[config.mk]
export PLATFORM = sky130hd
export DESIGN_NAME = cdb_arbiter
export DESIGN_NICKNAME = d
export VERILOG_FILES = /design/src/rtl/cdb_arbiter.sv
export SDC_FILE = /design/constraint.sdc
export NUM_CORES = 1
export LEC_CHECK = 0
export ABC_CLOCK_PERIOD_IN_PS = 4200
export BUFFER_PORTS_ARGS = -buffer_cell sky130_fd_sc_hd__buf_4
export CAP_MARGIN = 20
export CELL_PAD_IN_SITES_DETAIL_PLACEMENT = 1
export CELL_PAD_IN_SITES_GLOBAL_PLACEMENT = 1
export CORE_ASPECT_RATIO = 0.5
export CORE_UTILIZATION = 35
export DETAILED_ROUTE_END_ITERATION = 6
export GPL_TIMING_DRIVEN = 0
export PLACE_DENSITY = 0.67
export SLEW_MARGIN = 20
export SYNTH_ARGS = -nofsm -noshare
export SYNTH_HDL_FRONTEND = slang
export SYNTH_SLANG_ARGS = --single-unit
[constraint.sdc]
create_clock -name clk_in -period 4.2 [get_ports clk_in]
set_input_delay 0.21 -clock clk_in [delete_from_list [all_inputs] [get_ports clk_in]]
set_output_delay 0.21 -clock clk_in [all_outputs]
set_load 0.05 [all_outputs]
[src/rtl/cdb_arbiter.sv]
// cdb_arbiter
//   Shares the common data bus between the RS ALU and the load/store buffer.
//   Each producer pushes results into its own circular FIFO through a
//   valid/ready handshake. A round-robin arbiter pops at most one head entry
//   per cycle and registers it onto the broadcast outputs.
//
// Parameters
//   ROB_ID_W   : width of the ROB tag
//   FIFO_DEPTH : entries per source FIFO (power of 2, >= 2)
//
// Ports
//   clk_in                 : clock, all state on the rising edge
//   rst_in                 : asynchronous active-low reset
//   rdy_in                 : global pause when low (every register holds)
//   clear_all              : ROB flush, empties both FIFOs and kills the broadcast
//   alu_valid/rob_id/value : ALU result offer        alu_ready : ALU FIFO can accept
//   lsb_valid/rob_id/value : LSB result offer        lsb_ready : LSB FIFO can accept
//   cdb_valid/rob_id/value : registered broadcast    cdb_src   : 0 = ALU, 1 = LSB
module cdb_arbiter #(
  parameter int ROB_ID_W   = 4,
  parameter int FIFO_DEPTH = 2
) (
  input  logic                clk_in,
  input  logic                rst_in,
  input  logic                rdy_in,
  input  logic                clear_all,
  input  logic                alu_valid,
  input  logic [ROB_ID_W-1:0] alu_rob_id,
  input  logic [31:0]         alu_value,
  output logic                alu_ready,
  input  logic                lsb_valid,
  input  logic [ROB_ID_W-1:0] lsb_rob_id,
  input  logic [31:0]         lsb_value,
  output logic                lsb_ready,
  output logic                cdb_valid,
  output logic [ROB_ID_W-1:0] cdb_rob_id,
  output logic [31:0]         cdb_value,
  output logic                cdb_src
);

  localparam int PTR_W = $clog2(FIFO_DEPTH);
  localparam int CNT_W = $clog2(FIFO_DEPTH + 1);
  localparam logic [CNT_W-1:0] FULL_CNT = CNT_W'(FIFO_DEPTH);

  // Index 0 is the ALU FIFO, index 1 the LSB FIFO (matches cdb_src encoding).
  logic [ROB_ID_W-1:0] tag_mem_r [2][FIFO_DEPTH];
  logic [31:0]         val_mem_r [2][FIFO_DEPTH];
  logic [PTR_W-1:0]    head_r    [2];
  logic [PTR_W-1:0]    tail_r    [2];
  logic [CNT_W-1:0]    count_r   [2];
  logic                last_grant_r;

  logic                cdb_valid_r;
  logic [ROB_ID_W-1:0] cdb_rob_id_r;
  logic [31:0]         cdb_value_r;
  logic                cdb_src_r;

  logic [1:0]          in_valid_s;
  logic [ROB_ID_W-1:0] in_tag_s [2];
  logic [31:0]         in_val_s [2];
  logic [1:0]          ready_s;
  logic [1:0]          nonempty_s;
  logic [1:0]          push_s;
  logic [1:0]          pop_s;
  logic                grant_s;
  logic                winner_s;
  logic [ROB_ID_W-1:0] head_tag_s;
  logic [31:0]         head_val_s;

  assign alu_ready  = ready_s[0];
  assign lsb_ready  = ready_s[1];
  assign cdb_valid  = cdb_valid_r;
  assign cdb_rob_id = cdb_rob_id_r;
  assign cdb_value  = cdb_value_r;
  assign cdb_src    = cdb_src_r;

  // Handshake: ready depends only on the registered count, so a pop this
  // cycle never frees a slot for a push in the same cycle.
  always_comb begin
    in_valid_s  = {lsb_valid, alu_valid};
    in_tag_s[0] = alu_rob_id;
    in_tag_s[1] = lsb_rob_id;
    in_val_s[0] = alu_value;
    in_val_s[1] = lsb_value;
    ready_s     = 2'b00;
    nonempty_s  = 2'b00;
    push_s      = 2'b00;
    for (int i = 0; i < 2; i++) begin
      ready_s[i]    = rdy_in & (count_r[i] != FULL_CNT);
      nonempty_s[i] = (count_r[i] != {CNT_W{1'b0}});
      push_s[i]     = in_valid_s[i] & ready_s[i] & ~clear_all;
    end
  end

  // Round-robin choice: on a tie the source that did not win last goes.
  always_comb begin
    winner_s = 1'b0;
    if (nonempty_s[0] & nonempty_s[1]) begin
      winner_s = ~last_grant_r;
    end else if (nonempty_s[1]) begin
      winner_s = 1'b1;
    end else begin
      winner_s = 1'b0;
    end
    grant_s    = rdy_in & ~clear_all & (|nonempty_s);
    pop_s      = {grant_s & winner_s, grant_s & ~winner_s};
    head_tag_s = tag_mem_r[winner_s][head_r[winner_s]];
    head_val_s = val_mem_r[winner_s][head_r[winner_s]];
  end

  // FIFO storage: written only on an accepted push, contents need no reset.
  always_ff @(posedge clk_in) begin
    for (int i = 0; i < 2; i++) begin
      if (push_s[i]) begin
        tag_mem_r[i][tail_r[i]] <= in_tag_s[i];
        val_mem_r[i][tail_r[i]] <= in_val_s[i];
      end
    end
  end

  // FIFO pointers and counts; pointers wrap naturally (power-of-2 depth).
  always_ff @(posedge clk_in or negedge rst_in) begin
    if (!rst_in) begin
      for (int i = 0; i < 2; i++) begin
        head_r[i]  <= {PTR_W{1'b0}};
        tail_r[i]  <= {PTR_W{1'b0}};
        count_r[i] <= {CNT_W{1'b0}};
      end
    end else if (rdy_in) begin
      for (int i = 0; i < 2; i++) begin
        if (clear_all) begin
          head_r[i]  <= {PTR_W{1'b0}};
          tail_r[i]  <= {PTR_W{1'b0}};
          count_r[i] <= {CNT_W{1'b0}};
        end else begin
          if (push_s[i]) tail_r[i] <= tail_r[i] + PTR_W'(1);
          if (pop_s[i])  head_r[i] <= head_r[i] + PTR_W'(1);
          case ({push_s[i], pop_s[i]})
            2'b10:   count_r[i] <= count_r[i] + CNT_W'(1);
            2'b01:   count_r[i] <= count_r[i] - CNT_W'(1);
            default: count_r[i] <= count_r[i];
          endcase
        end
      end
    end
  end

  // Broadcast registers and round-robin history; a flush leaves last_grant alone.
  always_ff @(posedge clk_in or negedge rst_in) begin
    if (!rst_in) begin
      cdb_valid_r  <= 1'b0;
      cdb_rob_id_r <= {ROB_ID_W{1'b0}};
      cdb_value_r  <= 32'h0000_0000;
      cdb_src_r    <= 1'b0;
      last_grant_r <= 1'b1;
    end else if (rdy_in) begin
      if (clear_all) begin
        cdb_valid_r <= 1'b0;
      end else if (grant_s) begin
        cdb_valid_r  <= 1'b1;
        cdb_rob_id_r <= head_tag_s;
        cdb_value_r  <= head_val_s;
        cdb_src_r    <= winner_s;
        last_grant_r <= winner_s;
      end else begin
        cdb_valid_r <= 1'b0;
      end
    end
  end

endmodule

**Word-level counts from Yosys, hierarchy flattened**

Memories as Yosys holds them, arrays and structs flattened.
Cells that the tools add are included.
W data, S select, Z words.

- Memories kept: 2
- Register bits: 47
- Word-level logic and storage cells: 108
- Input bits: 78
- RAM bits: 144

- Equal/unequal tests: 6
- Bitwise gates (word level): 18
- Reduce and logical (&&, ||, !) cells: 18
- $add $sub $neg: 8
- $lt $le $gt $ge: 6
- Multiplexer cells: 39

Memory list:

| memory | words | bits a word | read ports | clocked after memory_dff | wr ports | line | RTL |
|---|---|---|---|---|---|---|---|
| val_mem_r | 2 | 64 | 1 | 0 | 2 | 47 | `logic [31:0] val_mem_r [2][FIFO_DEPTH];` |
| tag_mem_r | 2 | 8 | 1 | 0 | 2 | 46 | `logic [ROB_ID_W-1:0] tag_mem_r [2][FIFO_DEPTH];` |

Operators with widths:

| operator | number |
|---|---|
| $mux W32 | 5 |
| $mux W64 | 2 |
| $demux W32 S1 | 2 |
| $mux W4 | 5 |
| $mux W1 | 17 |
| $mux W8 | 2 |
| $reduce_and A2 Y1 | 6 |
| $reduce_bool A2 Y1 | 6 |
| $and A1 B1 Y1 | 11 |
| $demux W4 S1 | 2 |
| $ge A2 B2 Y1 const B | 4 |
| $not A1 Y2 | 4 |
| $pmux W2 S2 | 2 |
| $reduce_bool A3 Y1 | 2 |
| $add A1 B1 Y1 const B | 4 |
| $add A2 B1 Y2 const B | 2 |
| $eq A2 B1 Y1 const B | 2 |
| $eq A2 B2 Y1 const B | 2 |
| $lt A2 B1 Y1 const B | 2 |
| $mux W2 | 2 |
| $ne A2 B2 Y1 const B | 2 |
| $sub A2 B1 Y2 const B | 2 |
| $not A1 Y1 | 3 |
| $reduce_and A3 Y1 | 1 |
| 2 further kinds | 3 |

**Longest topological paths before layout**

Gate-level depths: netlist of the first run.

- Depth in word-level cells: 11
- Gate-level depth with buffers: 7
- Mapped depth without buffers: 4

**Worst setup path before layout of the first run**

OpenSTA, ideal clock, no wires.

- Path type: register to register
- Start: reg count_r[2] (netlist bit)
- End: mem tag_mem_r[0][0] (netlist bit), enable pin
- Setup time: 0.429 ns
- Cell stages (with the launch flop): 5
- Slack: 1.460 ns
- Period minus slack after synthesis: 2.740 ns
- Data arrival time: 2.311 ns
- Required time: 3.771 ns
- Path through: dfrtp_1 > buf_2 > nand2b_1 > nand3_1 > nor2_1

RTL lines:

| element | line | RTL |
|---|---|---|
| from (decl) | 50 | `logic [CNT_W-1:0] count_r [2];` |
| from (signal, indexed assignment) | 127 | `count_r[i] <= {CNT_W{1'b0}};` |
| from (signal, indexed assignment) | 134 | `count_r[i] <= {CNT_W{1'b0}};` |
| from (signal, indexed assignment) | 139 | `2'b10: count_r[i] <= count_r[i] + CNT_W'(1);` |
| to (decl) | 46 |  |

==> impl_metrics.csv, run 1 <==
group,metric,value,unit
run_status,status,"finished clean",
routing,via_per_inst,4.920,
sta,timing.final.hold_violations,0,
cts,ctsHtreeMaxLevel,4,
placement,portBuffers,115,
logic_synthesis,syn_avg_cell_area,14.86,um^2
routing,drt_iter0_drc,246,
critical_path,path_class,"flop to flop",
floorplan,die_w,210.3,um
cells_and_area,layout.nets,800,
routing,wl_per_cell,19.67,um
cells_and_area,diodes,0,
cts,hold_buffers,73,
floorplan,pin_count,118,
logic_synthesis,synthCells,511,
floorplan,floorplan.initialDensity,0.3636,
routing,ant_nets,0,
cts,tritoncts,"done",
cells_and_area,area.growth.synth_to_final,35.61,%
sta,fmaxAchievable,449.8,MHz
worst_hold_path,hold_path_class,"primary input to flop",
placement,placed_cell_area,8946,um^2
cts,numCtsBuffers,17,
floorplan,fp.dieArea,22320,um^2
cts,clock_sinks,191,
power,max-vdd-ir-drop,0.2756,mV
global_route,grt_pass1_wl,31450,um
global_route,grt_use_total,0.1905,
global_route,grt_pass1_vias,5626,
logic_synthesis,ys_seq_elements,191,
routing,met3_length,573,um
cts,cts_buffer_depth,2,
routing,dr_total_vias,5053,
routing,top_layer,"met4",
routing,remaining_drc_errors,0,
cts,cts_setup_buffers,0,
critical_path,cp_max_fo,22,
floorplan,fp.dieH,106.1,um
routing,dr.pass1.iters,4,
logic_synthesis,yosysUniqueCellTypes,38,
critical_path,crit_path_start_kind,"flop",
floorplan,num_rows,37,
global_route,grt-ovfl-total,0,
sta,rsz0062_at_grt,"false",
sta,min_period,2223,ps
cts,clk_pin_slew,70,ps
power,p_leak,3.813,nW
global_route,grt_max_degree,48,
sta,skew,22.98,ps
placement,gp_congestion,0.7754,
global_route,grt_antenna_before_repair,0,
placement,dp_hpwl,13050,um
logic_synthesis,yosys_warnings,0,
logic_synthesis,ys_seq_area_frac,0.7246,
critical_path,cp.arrival,2360,ps
cells_and_area,fillCellCount,2081,
sta,fin_crit_sh,0.5294,
routing,dr_wl_met2,10300,um
sta,setup_viol,0,
critical_path,cp-end-kind,"flop",
sta,slew_viol_final,0,
routing,wl_met1,9203,um
sta,slew_headroom,0.4637,
cts,cts_root_buf,"clkbuf_16",
floorplan,core_area,20880,um^2
run,max-cap-violations,0,
routing,wirelength,20200,um
power,p_per_area,617.3,nW/um^2
cts,clock_latency,440,ps
cts,post_cts_resized,0,
logic_synthesis,synth_fp_nets,589,
logic_synthesis,syn-cell-area,7592,um^2
critical_path,critPathRequiredTime,4330,ps
sta,worst_pin_slew,802.6,ps
cells_and_area,layout-drive-gt1-share,0.2626,
sta,tns,0,ps
cells_and_area,finalInstanceArea,10300,um^2
## synth_stat cells, drive strengths merged
| library cell | number | area [um^2] |
|---|---|---|
| o311ai | 2 | 17.52 |
| nand3 | 2 | 10.01 |
| dfstp | 1 | 26.28 |
| nand2 | 39 | 146.4 |
| dfrtp | 46 | 1151 |
| o21a | 1 | 8.760 |
| mux2i | 1 | 10.01 |
| buf | 25 | 165.2 |
| o21bai | 1 | 7.510 |
| a31oi | 4 | 25.02 |
| nor2b | 65 | 409.1 |
| and2 | 2 | 12.51 |
| inv | 7 | 26.27 |
| a21oi | 7 | 35.03 |
| clkbuf | 12 | 45.04 |
| edfxtp | 144 | 4324 |
| nand4b | 3 | 26.28 |
| nor4b | 1 | 8.760 |
| o31ai | 36 | 320.3 |
| a211oi | 72 | 540.5 |
| nand2b | 6 | 37.54 |
| and2b | 10 | 75.07 |
| o41ai | 1 | 16.27 |
| or3b | 1 | 8.760 |
| nor2 | 8 | 48.80 |
| o22ai | 6 | 37.54 |
| o2111a | 1 | 11.26 |
| o21ai | 6 | 30.02 |
| nand4bb | 1 | 11.26 |
## flip-flops by register name (all words and copies together), names as in the netlist
signal	flops
cdb_rob_id	4
cdb_src	1
cdb_valid	1
cdb_value	32
count_r	4
head_r	2
last_grant_r	1
tag_mem_r	16
tail_r	2
val_mem_r	128
## routing by layer
layer	vias to the layer above	global-route usage
li1	2370	-
met1	2596	0.2468
met2	79	0.3245
met3	8	0.03900
met4	0	0.05474
met5	-	0
## worst paths after layout
check | from | depth (start not counted) | slack, ps | endpoint
max in group asynchronous | rst_in | 2 | 3330 | head_r[1]$_DFFE_PN0P_
min | alu_valid | 3 | 150 | tail_r[1]$_DFFE_PN0P_
max | count_r[2]$_DFFE_PN0P_ | 5 | 1980 | tag_mem_r[0][2]$_DFFE_PP_
min reg2reg | cdb_value[16]$_DFFE_PN0P_ | 2 | 480 | cdb_value[16]$_DFFE_PN0P_
max reg2reg | count_r[2]$_DFFE_PN0P_ | 5 | 1980 | tag_mem_r[0][2]$_DFFE_PP_
min in group asynchronous | rst_in | 2 | 350 | cdb_value[17]$_DFFE_PN0P_
## per-stage QoR
| step | worst slack, ps | total power [mW] | instances | hold slack (ps) | util |
|---|---|---|---|---|---|
| 6_report | 1977 | 6.356 | 1027 | 147.4 | 0.4931 |
| 5_1_grt | 1797 | 6.640 | 1027 | 174.4 | 0.4931 |
| 3_3_place_gp | 140.9 | 4.553 | 918 | 311.7 | 0.4225 |
| 3_5_place_dp | 1957 | 4.615 | 922 | 321.8 | 0.4285 |
| 2_1_floorplan | 1460 | 3.856 | 511 | -85.59 | - |
| 4_1_cts | 1939 | 6.405 | 1027 | 117.8 | 0.4931 |
## kinds of logic (layout without fill, tap and decap cells)
| logic type | after synthesis | count (layout) | synth area share |
|---|---|---|---|
| buf+inv | 44 | 268 | 0.03114 |
| mux | 1 | 1 | 0.001318 |
| compound gates | 137 | 137 | 0.1383 |
| simple gates | 138 | 138 | 0.1046 |
| flops | 191 | 191 | 0.7246 |
## worst max-delay path: stages, from the launching register on
cell and delay (ps):
dfrtp_1 340, buf_2 210, nand2b_1 230, nand3_1 220, nor2_4 670, buf_16 230
## area by class of cell
type	instances	area [um^2]	share of cell area
plain buffers	37	210.2	0.02042
clock buffers	20	436.7	0.04241
clock inverters	12	182.7	0.01774
inverters	7	26.28	0.002552
multi-input cells	276	1884	0.1830
flip-flops and latches	191	5502	0.5343
well taps	292	365.4	0.03548
repair buffers	192	1689	0.1641
## placed cells by master (no fill, tap or decap), types with 5 or more instances in the layout
cell type / n
o31ai_1: 26
inv_1: 6
nand2b_1: 6
dfrtp_1: 46
edfxtp_1: 144
a211oi_1: 72
clkbuf_16: 17
a21oi_1: 7
o21ai_1: 5
nand2_1: 39
buf_4: 124
dlygate4sd3_1: 73
o22ai_1: 6
clkbuf_1: 15
o31ai_2: 10
nor2b_1: 64
and2b_1: 10
buf_2: 12
## where the power goes
part           internal (mW)  switching (mW)
Combinational          0.710            1.49
Sequential              2.28           0.146
Clock                   1.01           0.728
Total                   4.00            2.36
Power figures use the tool's default switching activity.
==> inputs of run 2 (changes only) <==
--- a/config.mk
+++ b/config.mk
@@ -5,7 +5,8 @@
 export SDC_FILE = /design/constraint.sdc
 export NUM_CORES = 1
 export LEC_CHECK = 0
-export ABC_CLOCK_PERIOD_IN_PS = 4200
+export ABC_AREA = 1
+export ABC_CLOCK_PERIOD_IN_PS = 2300
 export BUFFER_PORTS_ARGS = -buffer_cell sky130_fd_sc_hd__buf_4
 export CAP_MARGIN = 20
 export CELL_PAD_IN_SITES_DETAIL_PLACEMENT = 1
@@ -14,7 +15,7 @@
 export CORE_UTILIZATION = 35
 export DETAILED_ROUTE_END_ITERATION = 6
 export GPL_TIMING_DRIVEN = 0
-export PLACE_DENSITY = 0.67
+export PLACE_DENSITY = 0.69
 export SLEW_MARGIN = 20
 export SYNTH_ARGS = -nofsm -noshare
 export SYNTH_HDL_FRONTEND = slang
==> constraint.sdc (replaced) <==
create_clock -name clk_in -period 2.3 [get_ports clk_in]
set_input_delay 0.115 -clock clk_in [delete_from_list [all_inputs] [get_ports clk_in]]
set_output_delay 0.115 -clock clk_in [all_outputs]
set_load 0.05 [all_outputs]
==> impl_metrics.csv, run 2 <==
group,metric,value,unit
run_status,status,"finished clean",
logic_synthesis,synthArstFlopShare,0.2461,
critical_path,crit_path_start_kind,"flop",
cells_and_area,layout_commonest_cell,"edfxtp_1",
sta,rsz0062_at_grt,"false",
floorplan,pin_count,118,
logic_synthesis,yosys_warnings,0,
placement,portBuffers,117,
cells_and_area,largest_reg_flops,128,
global_route,grt_antenna_before_repair,0,
floorplan,die_w,211.0,um
routing,dr.pass1.iters,5,
cts,cts_buffer_depth,2,
global_route,grt_max_degree,48,
cts,tritoncts,"done",
logic_synthesis,yosys-top-cells-area,"edfxtp_1 (57%), dfrtp_1 (15%), nand3_1 (7.6%)",
power,power,13.27,mW
routing,drt_iter0_drc,349,
cts,post_cts_resized,0,
logic_synthesis,synthMuxAreaShare,0,
logic_synthesis,yosys.area.top_type,"edfxtp_1",
run,max-cap-violations,0,
cells_and_area,layout.nets,928,
cells_and_area,layout_common_cells,"edfxtp_1 (144), nand2_1 (139), buf_4 (125)",
routing,via_per_inst,4.954,
placement,gp_congestion,0.7929,
critical_path,r2r_slack,150,ps
global_route,grt_pass1_vias,6293,
routing,wl_per_cell,19.83,um
sta,timing.final.hold_violations,0,
sta,fin_crit_sh,0.9350,
logic_synthesis,synthCells,632,
global_route,grt-ovfl-total,0,
floorplan,floorplan.initialDensity,0.3645,
logic_synthesis,synth_top_area_frac,0.5656,
global_route,grt_use_total,0.2154,
routing,dr_total_vias,5722,
floorplan,core_area,20970,um^2
logic_synthesis,synthSimpleGateAreaFrac,0.1718,
critical_path,cp.arrival,2300,ps
routing,ant_nets,0,
cts,numCtsBuffers,17,
worst_hold_path,hold_path_class,"primary input to flop",
power,power.internal,7.627,mW
cells_and_area,layout-drive-gt1-share,0.2723,
cts,clock_sinks,191,
sta,slew_headroom,0.5154,
power,sw_frac_of_total,0.4254,
sta,tns,0,ps
floorplan,fp.dieArea,22470,um^2
power,p_per_area,1273,nW/um^2
cts,ctsHtreeMaxLevel,4,
critical_path,cp_max_fo,17,
power,seq_power_share,0.342,
logic_synthesis,ys_seq_area_frac,0.7196,
routing,wirelength,22900,um
sta,skew,13.68,ps
logic_synthesis,syn-cell-area,7645,um^2
critical_path,critPathRequiredTime,2450,ps
cts,cts_root_buf,"clkbuf_16",
logic_synthesis,synth_common_cells,"edfxtp_1 (144), nand2_1 (139), nand3_1 (116)",
logic_synthesis,syn_avg_cell_area,12.10,um^2
power,power.switching,5.646,mW
logic_synthesis,synthAdderAreaFrac,0,
logic_synthesis,yosysUniqueCellTypes,27,
critical_path,path_class,"flop to flop",
logic_synthesis,synth-compound-area-share,0.07201,
logic_synthesis,synth.most_common_cell,"edfxtp_1",
power,p_leak,4.180,nW
power,p_comb_frac,0.426,
sta,worst_pin_slew,726.9,ps
logic_synthesis,synth_flop_cell,"edfxtp_1",
power,pwr-share-clk,0.232,
floorplan,num_rows,37,
logic_synthesis,synth_top_family_by_area,"simple AND/OR/NAND/NOR gates",
sta,min_period,2151,ps
sta,setup_viol,0,
cts,clk_pin_slew,80,ps
critical_path,cp-end-kind,"flop",
logic_synthesis,synth_fp_nets,710,
floorplan,fp.dieH,106.5,um
routing,remaining_drc_errors,0,
cells_and_area,diodes,0,
logic_synthesis,synth_edf_count,144,
global_route,grt_pass1_wl,35540,um
cells_and_area,fillCellCount,2240,
sta,fmaxAchievable,465.0,MHz
cts,clock_latency,450,ps
cells_and_area,area.growth.synth_to_final,36.38,%
power,max-vdd-ir-drop,0.6998,mV
logic_synthesis,ys_seq_elements,191,
logic_synthesis,synth_xor_area_frac,0.001146,
sta,slew_viol_final,0,
placement,dp_hpwl,14470,um
-- run 2: final timing paths --
path | depth (start not counted) | endpoint | startpoint
hold reg to reg | 2 | cdb_value[30]$_DFFE_PN0P_ | cdb_value[30]$_DFFE_PN0P_
setup / recovery | 6 | val_mem_r[1][24]$_DFFE_PP_ | count_r[0]$_DFFE_PN0P_
min in group asynchronous | 2 | cdb_value[23]$_DFFE_PN0P_ | rst_in
hold / removal | 3 | tail_r[0]$_DFFE_PN0P_ | lsb_valid
max in group asynchronous | 2 | cdb_value[24]$_DFFE_PN0P_ | rst_in
setup reg to reg | 6 | val_mem_r[1][24]$_DFFE_PP_ | count_r[0]$_DFFE_PN0P_
-- run 2: cells by family (layout without fill, tap and decap cells) --
group                     after synthesis  count (layout)
DFF                                   191             191
and+or+nand+nor                       305             305
xor gates and xnor gates                1               1
buffers and inverters                  50             281
AOI/OAI and AO/OA                      85              85
-- run 2: power by group through the flow --
| stage | sequential [mW] | clock (mW) | combinational (mW) |
|---|---|---|---|
| 2_1_floorplan | 5.67 | 0 | 2.60 |
| 3_3_place_gp | 4.59 | 0 | 5.35 |
| 3_5_place_dp | 4.61 | 0 | 5.54 |
| 4_1_cts | 4.54 | 3.12 | 5.68 |
| 5_1_grt | 4.60 | 3.25 | 6.11 |
| 6_report | 4.54 | 3.08 | 5.66 |
-- run 2: final cells by class --
| cell class | count | area (um^2) | share of cell area |
|---|---|---|---|
| Sequential cell | 191 | 5502 | 0.5277 |
| Multi-Input combinational cell | 391 | 1914 | 0.1836 |
| Timing Repair Buffer | 199 | 1772 | 0.1699 |
| Clock buffer | 17 | 425.4 | 0.04080 |
| Tap cell | 292 | 365.4 | 0.03504 |
| Buffer | 38 | 222.7 | 0.02136 |
| Clock inverter | 15 | 177.7 | 0.01704 |
| Inverter | 12 | 47.55 | 0.004560 |
-- run 2: per-layer routing --
layer	share of wire	track usage	vias up
met1	0.44	0.2698	2891
met5	0	0	-
met4	0.016	0.07246	0
met3	0.037	0.04165	31
li1	-	-	2672
met2	0.51	0.3743	128
-- run 2: per-stage QoR --
step                hold WS, ps  setup slack (ps)  std cells  utilization  cell area (um^2)
finish                    47.89             149.4       1155       0.4972             10430
detailed placement        213.5             68.48       1046       0.4313              9045
CTS                       17.79             57.70       1153       0.4959             10400
global route              34.26             70.70       1155       0.4972             10430
floorplan                -180.6            -367.9        632            -              7671
global placement          207.6             -1751       1041       0.4251              8915
-- run 2: worst max-delay path: stages, from the launching register on --
cell and delay (ps):
dfrtp_1 430, inv_1 110, a21oi_4 160, nand3_1 260
nor2_4 460, buf_16 220, buf_16 180
-- run 2: timing repair --
| action | in CTS | in global routing |
|---|---|---|
| hold buffers | 75 | 0 |
| buffers inserted | 0 | 2 |
| endpoints found under the hold margin | 192 | 0 |
| endpoints found under the setup margin | 0 | 19 |
